$ cat src/rtl/vga_scanout.sv
// vga_scanout: 640x480@60 VGA timing generator and frame-buffer scanout.
// Issues one BRAM read per active pixel (4x pixel-replicated 160x120 image)
// and registers the returned word onto the RGB pins. The syncs go through the
// same two-stage delay as colour so all outputs lag the counters by one strobe.
module vga_scanout #(
    parameter int unsigned H_ACTIVE      = 640,
    parameter int unsigned H_FP          = 16,
    parameter int unsigned H_SYNC        = 96,
    parameter int unsigned H_BP          = 48,
    parameter int unsigned V_ACTIVE      = 480,
    parameter int unsigned V_FP          = 10,
    parameter int unsigned V_SYNC        = 2,
    parameter int unsigned V_BP          = 33,
    parameter int unsigned SCALE_SHIFT   = 2,
    parameter logic        SYNC_POL      = 1'b0,
    parameter int unsigned RAM_ADDR_BITS = 15,
    parameter int unsigned RAM_WIDTH     = 12
) (
    input  logic                     clock,
    input  logic                     reset_n,
    input  logic                     pixel_enable,
    output logic                     ram_enable,
    output logic [RAM_ADDR_BITS-1:0] address,
    input  logic [RAM_WIDTH-1:0]     ram_data,
    output logic [3:0]               vga_r,
    output logic [3:0]               vga_g,
    output logic [3:0]               vga_b,
    output logic                     hsync,
    output logic                     vsync,
    output logic                     frame_start
);

    localparam int unsigned H_TOTAL = H_ACTIVE + H_FP + H_SYNC + H_BP;
    localparam int unsigned V_TOTAL = V_ACTIVE + V_FP + V_SYNC + V_BP;
    localparam int unsigned H_W     = $clog2(H_TOTAL);
    localparam int unsigned V_W     = $clog2(V_TOTAL);

    localparam logic [H_W-1:0] H_LAST   = H_W'(H_TOTAL - 1);
    localparam logic [H_W-1:0] H_ACT    = H_W'(H_ACTIVE);
    localparam logic [H_W-1:0] HS_START = H_W'(H_ACTIVE + H_FP);
    localparam logic [H_W-1:0] HS_END   = H_W'(H_ACTIVE + H_FP + H_SYNC);
    localparam logic [V_W-1:0] V_LAST   = V_W'(V_TOTAL - 1);
    localparam logic [V_W-1:0] V_ACT    = V_W'(V_ACTIVE);
    localparam logic [V_W-1:0] VS_START = V_W'(V_ACTIVE + V_FP);
    localparam logic [V_W-1:0] VS_END   = V_W'(V_ACTIVE + V_FP + V_SYNC);
    localparam logic [V_W-1:0] V_MASK   = V_W'((1 << SCALE_SHIFT) - 1);
    localparam logic [RAM_ADDR_BITS-1:0] ROW_STEP = RAM_ADDR_BITS'(H_ACTIVE >> SCALE_SHIFT);

    logic [H_W-1:0]           h_q, h_d;
    logic [V_W-1:0]           v_q, v_d;
    logic [RAM_ADDR_BITS-1:0] row_base_q, row_base_d;
    logic                     active, hs_raw, vs_raw;
    logic                     act_dly_q, act_dly_d;
    logic                     hs_dly_q, hs_dly_d;
    logic                     vs_dly_q, vs_dly_d;
    logic                     origin_dly_q, origin_dly_d;
    logic [RAM_WIDTH-1:0]     rgb_q, rgb_d;
    logic                     hsync_q, hsync_d;
    logic                     vsync_q, vsync_d;
    logic                     frame_start_q, frame_start_d;

    // Raster counters; row_base steps by one image row every 2**SCALE_SHIFT lines.
    always_comb begin
        h_d        = h_q;
        v_d        = v_q;
        row_base_d = row_base_q;
        if (pixel_enable) begin
            if (h_q == H_LAST) begin
                h_d = '0;
                if (v_q == V_LAST) begin
                    v_d        = '0;
                    row_base_d = '0;
                end else begin
                    v_d = v_q + 1'b1;
                    if ((v_d < V_ACT) && ((v_d & V_MASK) == '0))
                        row_base_d = row_base_q + ROW_STEP;
                end
            end else begin
                h_d = h_q + 1'b1;
            end
        end
    end

    // Decode of the current raster position: active window, raw syncs, BRAM read.
    always_comb begin
        active     = (h_q < H_ACT) && (v_q < V_ACT);
        hs_raw     = ((h_q >= HS_START) && (h_q < HS_END)) ? SYNC_POL : ~SYNC_POL;
        vs_raw     = ((v_q >= VS_START) && (v_q < VS_END)) ? SYNC_POL : ~SYNC_POL;
        ram_enable = pixel_enable && active;
        address    = active ? (row_base_q + RAM_ADDR_BITS'(h_q >> SCALE_SHIFT)) : '0;
    end

    // Delay stage covering the BRAM read, then the output registers.
    always_comb begin
        act_dly_d     = act_dly_q;
        hs_dly_d      = hs_dly_q;
        vs_dly_d      = vs_dly_q;
        origin_dly_d  = origin_dly_q;
        rgb_d         = rgb_q;
        hsync_d       = hsync_q;
        vsync_d       = vsync_q;
        frame_start_d = pixel_enable && origin_dly_q;
        if (pixel_enable) begin
            act_dly_d    = active;
            hs_dly_d     = hs_raw;
            vs_dly_d     = vs_raw;
            origin_dly_d = (h_q == '0) && (v_q == '0);
            rgb_d        = act_dly_q ? ram_data : '0;
            hsync_d      = hs_dly_q;
            vsync_d      = vs_dly_q;
        end
    end

    // State registers; reset leaves syncs deasserted and the pipeline empty.
    always_ff @(posedge clock or negedge reset_n) begin
        if (!reset_n) begin
            h_q           <= '0;
            v_q           <= '0;
            row_base_q    <= '0;
            act_dly_q     <= 1'b0;
            hs_dly_q      <= ~SYNC_POL;
            vs_dly_q      <= ~SYNC_POL;
            origin_dly_q  <= 1'b0;
            rgb_q         <= '0;
            hsync_q       <= ~SYNC_POL;
            vsync_q       <= ~SYNC_POL;
            frame_start_q <= 1'b0;
        end else begin
            h_q           <= h_d;
            v_q           <= v_d;
            row_base_q    <= row_base_d;
            act_dly_q     <= act_dly_d;
            hs_dly_q      <= hs_dly_d;
            vs_dly_q      <= vs_dly_d;
            origin_dly_q  <= origin_dly_d;
            rgb_q         <= rgb_d;
            hsync_q       <= hsync_d;
            vsync_q       <= vsync_d;
            frame_start_q <= frame_start_d;
        end
    end

    assign vga_r       = rgb_q[11:8];
    assign vga_g       = rgb_q[7:4];
    assign vga_b       = rgb_q[3:0];
    assign hsync       = hsync_q;
    assign vsync       = vsync_q;
    assign frame_start = frame_start_q;

endmodule

$ cat config.mk
export PLATFORM = sky130hd
export DESIGN_NAME = vga_scanout
export DESIGN_NICKNAME = d
export VERILOG_FILES = /design/src/rtl/vga_scanout.sv
export SDC_FILE = /design/constraint.sdc
export NUM_CORES = 1
export LEC_CHECK = 0
export ABC_AREA = 1
export CORE_UTILIZATION = 31
export DETAILED_ROUTE_END_ITERATION = 8
export DONT_BUFFER_PORTS = 1
export GPL_TIMING_DRIVEN = 0
export PLACE_DENSITY = 0.54
export SETUP_SLACK_MARGIN = 0.3
export SKIP_CTS_REPAIR_TIMING = 1
export SYNTH_ARGS = -nofsm -noshare
export SYNTH_HDL_FRONTEND = slang
export SYNTH_SLANG_ARGS = --single-unit
$ cat constraint.sdc
create_clock -name clock -period 2.1 [get_ports clock]
set_input_delay 0.105 -clock clock [delete_from_list [all_inputs] [get_ports clock]]
set_output_delay 0.105 -clock clock [all_outputs]
set_load 0.1 [all_outputs]
# Word-level counts from Yosys, hierarchy flattened
# Index checks and enable logic that the tools add are counted.
# word_totals
mem_bits_ro,0
mem_count,0
register_bits,54
mem_bits_rw,0
wordCells,45
inputBits,15
latchBits,0
# op_classes
n_reduce_logical,13
order_cmp,7
n_mux,8
addsub,4
bitwise,0
div_mod_pow,0
n_eq_ne,2
multipliers,0
shift,0
# op_table
operator,count
$mux 15,3
$logic_not 10->1,3
$lt 10x9->1 const B,3
$add 10x1->10 const B,2
$eq 10x10->1 const B,2
$lt 10x10->1 const B,2
$mux 10,2
$add 15x8->15,1
$add 15x8->15 const B,1
$mux 12,1
$ge 10x10->1 const B,1
$ge 10x9->1 const B,1
$logic_and 1x1->1,7
$reduce_and 3->1,1
$mux 1,2
$reduce_and 2->1,1
$reduce_bool 2->1,1

# Depth between registers and ports, before layout
# logic_depth
word_depth,5
depth_mapped,14
depth_no_buf,14

# Worst setup path before layout
# Ideal clock, no wire load.
# synth_timing
kind,register to output
from,register h_q[8]
to,output address[12]
path_stages_with_launch,9
slack_ps,-1521
arrival_ps,3516
t_required_ps,1995
n_path_buf,0
cell_sequence,dfrtp_1 > ha_1 > a21oi_1 > nor2_1 > nor2_1 > nand2_1 > nand2_1 > nor3_1 > nor3_1
# synth_via
elab_chain_cells,3
word_cells_on_any_way,4
# synth_lines
element,line,source
from (decl),49,"logic [H_W-1:0] h_q, h_d;"
from (signal assigned),117,h_q <= '0;
from (signal assigned),129,h_q <= h_d;
"parallel branches: the longest is 2 deep, another holds $add 15x8->15",n/a,
$mux 15 (*),90,address = active ? (row_base_q + RAM_ADDR_BITS'(h_q >> SCALE_SHIFT)) : '0;
to (decl),23,"output logic [RAM_ADDR_BITS-1:0] address,"
# Every way passes the cells marked *.

# Worst setup path in the final report
# Ends and elaborated chain as after synthesis.

==> impl_results.md <==
- Status: complete, but fails checks
- Violated checks: setup timing
- Storage element area: 1240 um2
- Clk root buf: clkbuf_8
- # fillers: 843
- Critical path class: register to output port
- Most common cell in the netlist: nand2_1
- Top delay family on crit path: simple AND/OR/NAND/NOR gates
- RSZ-0062 raised after global routing: true
- Netlist Area Pre-Place: 2900 um2
- Largest net degree at the start of global routing: 50
- Num ports: 46
- Multi-input gate area: 1940 um2
- Max-cap violations: 0
- Clock period minus worst slack: 2.56 ns
- Iter 0 DRT Violations: 140
- DRT Pass-1 Iters: 4
- Final HPWL DP: 5.33 mm
- Drt wl/cell: 14.3 um
- Die Ht: 98.8 um
- Crit path largest cell delay: 0.82 ns
- Net Count, Synth: 420
- Placed cell area: 3220 um2
- Total gr overflow: 0
- CP cell instances: ha_4 -> a21oi_4 -> nor2_4 -> nor2_4 -> nand2_4 -> nand2_4 -> nor3_2 -> nor3_4
- CTS tree: built
- Arr. time, crit path: 2.45 ns
- Crit start category: register
- Required @ worst endpoint: 2.00 ns
- CTS clock-pin slew for the worst setup and hold paths: 0.10 ns
- Cell area power density: 561 nW/um2
- Peak VDD IR: 289 uV
- Antenna diode count: 0
- Worst slew margin: 26.6%
- Clk sinks: 49
- Worst-margin pin slew: 1.10 ns
- Htree depth: 2
- Clk pwr share: 28.8%
- Clock skew: 0.0101 ns
- Global-route wire length before repair: 12.0 mm
- Residual DRC count: 0
- Cell area after layout: 4210 um2
- Area Growth Syn to Fin: 45.0%
- Synthesized flop and latch total: 49
- Antenna violations before repair: 0
- Post-Synthesis Cells: 396
- Fin. Hold Viols: 0
- # port buffers: 0
- Synth unique cells: 36
- Sw Share: 32.7%
- Nets: 478
- P_leak: 1.97 nW
- Post-Syn Area per Cell: 7.33 um2
- Slew Viols, Final: 0
- Via Count: 2804
- Finish-stage setup viols: 16
- Post-synth EDFFs: 0
- Combinational share of power: 23.0%
- Detail Route Antenna Nets: 0
- Yosys top cell area share: 38.8%
- Die W: 98.8 um
- Pint: 1.59 mW
- Switching pwr: 772 uW
- WHS: 0.283 ns
- FMAX: 391 MHz
- Final Cycle Share: 122%
- Worst Hold Class: primary input to register
- Cell Rows: 34
- Total Wirelength: 8.05 mm
- Gr usage total: 15.4%
- Final Non-Filler Cells: 563
- Seq/Total Area, Yosys: 42.4%
- Placed cells: 504
- Ys flop type: dfrtp_1
- Number of global-route vias before repair: 2500
- Vias per Instance: 4.98
- Die ar.: 9750 um2
- Num CTS Buffers: 5
- CP max-delay cell: nor3_4
- Largest cells by area after synthesis: dfrtp_1, nand2_1, nor2_1
- Core ar.: 8890 um2
- FFs w/ async S/R, synth: 100%
- CTS Buffer Depth: 2
- Crit end category: output port
- Ys Warns: 0
- Starting Density: 32.6%
- CP max FO: 4
- Post-synth top cells: nand2_1, nor2_1, inv_1, dfrtp_1, nand3_1
- Pwr Total: 2.36 mW
- PnR worst setup slack: -0.458 ns
- Pre-CTS setup slack: -0.350 ns
- Bufs and invs on worst path: 0
- Clock Latency Late Sink: 0.31 ns
- Area leader, netlist: dfrtp_1
- Final GP Congestion: 0.871
- Layout cell share with drive strength beyond 1: 34.1%
- Flop pwr share: 48.1%
-- layer usage --
metal  track usage (%)  vias up  part of all wire, %
met5                 0        -                    0
met4              4.71        0                  1.2
met3              2.77        8                  2.5
met2              25.3       41                   52
met1              20.7     1351                   45
li1                  -     1404                    -
-- sequential cells by signal, indices dropped and copies added, names as in the netlist --
signal	count
row_base_q	10
act_dly_q	1
vsync	1
vs_dly_q	1
hs_dly_q	1
v_q	10
rgb_q	12
origin_dly_q	1
hsync	1
frame_start	1
h_q	10
-- power groups by stage --
| stage | clock, mW | combinational [mW] | sequential [mW] |
|---|---|---|---|
| global placement | 0 | 0.323 | 1.15 |
| detailed placement | 0 | 0.326 | 1.15 |
| CTS | 0.708 | 0.329 | 1.14 |
| finish | 0.680 | 0.543 | 1.14 |
| global route | 0.756 | 0.608 | 1.15 |
| floorplan | 0 | 0.277 | 1.13 |
-- worst reg2reg max path, cell delays in order, from the launching register on --
cell and delay [ns]:
dfrtp_1 0.37, ha_2 0.22, inv_2 0.06, nor3_4 0.19
nand4_1 0.19, inv_4 0.13, nand2_1 0.16, nand2_2 0.15
nand3_2 0.08, nand2_1 0.07, nand2_1 0.05, nor2_1 0.10
-- metrics by stage --
step / util, % / TNS, ns
4_1_cts: 37.5 / -7.42
6_report: 47.3 / -3.74
3_5_place_dp: 36.2 / -2.13
3_3_place_gp: 36.2 / -2.03
5_1_grt: 47.3 / -5.18
2_1_floorplan: - / -0.615
-- cells in the final DEF, fill, tap and decap left out, types with 11 or more instances in the layout --
master	n
nor2_1	32
dfrtp_2	11
dlygate4sd3_1	14
nand3_1	26
nor2_4	18
buf_4	30
dfrtp_1	34
inv_1	39
nand2_1	86
a21oi_1	15
-- kinds of logic after synthesis --
logic type | count (synthesis) | share of synthesized area [%]
AOI/OAI and AO/OA | 47 | 8.79
buffers and inverters | 63 | 8.36
and+or+nand+nor | 222 | 34.9
DFF | 49 | 42.4
other | 1 | 0.129
adders and majority gates | 9 | 3.88
xor gates and xnor gates | 5 | 1.51
-- layout make-up --
| class | count | area share (%) |
|---|---|---|
| Tap cell | 108 | 3.21 |
| Inverter | 55 | 5.89 |
| Clock buffer | 6 | 1.72 |
| Clock inverter | 2 | 0.922 |
| Multi-Input combinational cell | 284 | 46.0 |
| Sequential cell | 49 | 29.6 |
| Buffer | 8 | 1.13 |
| Timing Repair Buffer | 51 | 11.6 |
-- worst paths after layout --
path,slack [ns],cells past startpoint,to,startpoint
worst max-delay path,-0.46,8,address[12],h_q[8]
worst min-delay path,0.28,3,hs_dly_q,pixel_enable
worst max register to register,0.27,11,row_base_q[14],h_q[1]
worst min register to register,0.48,2,vsync,vs_dly_q
max in group asynchronous,1.52,2,vs_dly_q,reset_n
min in group asynchronous,0.30,2,rgb_q[2],reset_n
No activity file was read; power rests on OpenSTA's default activity.
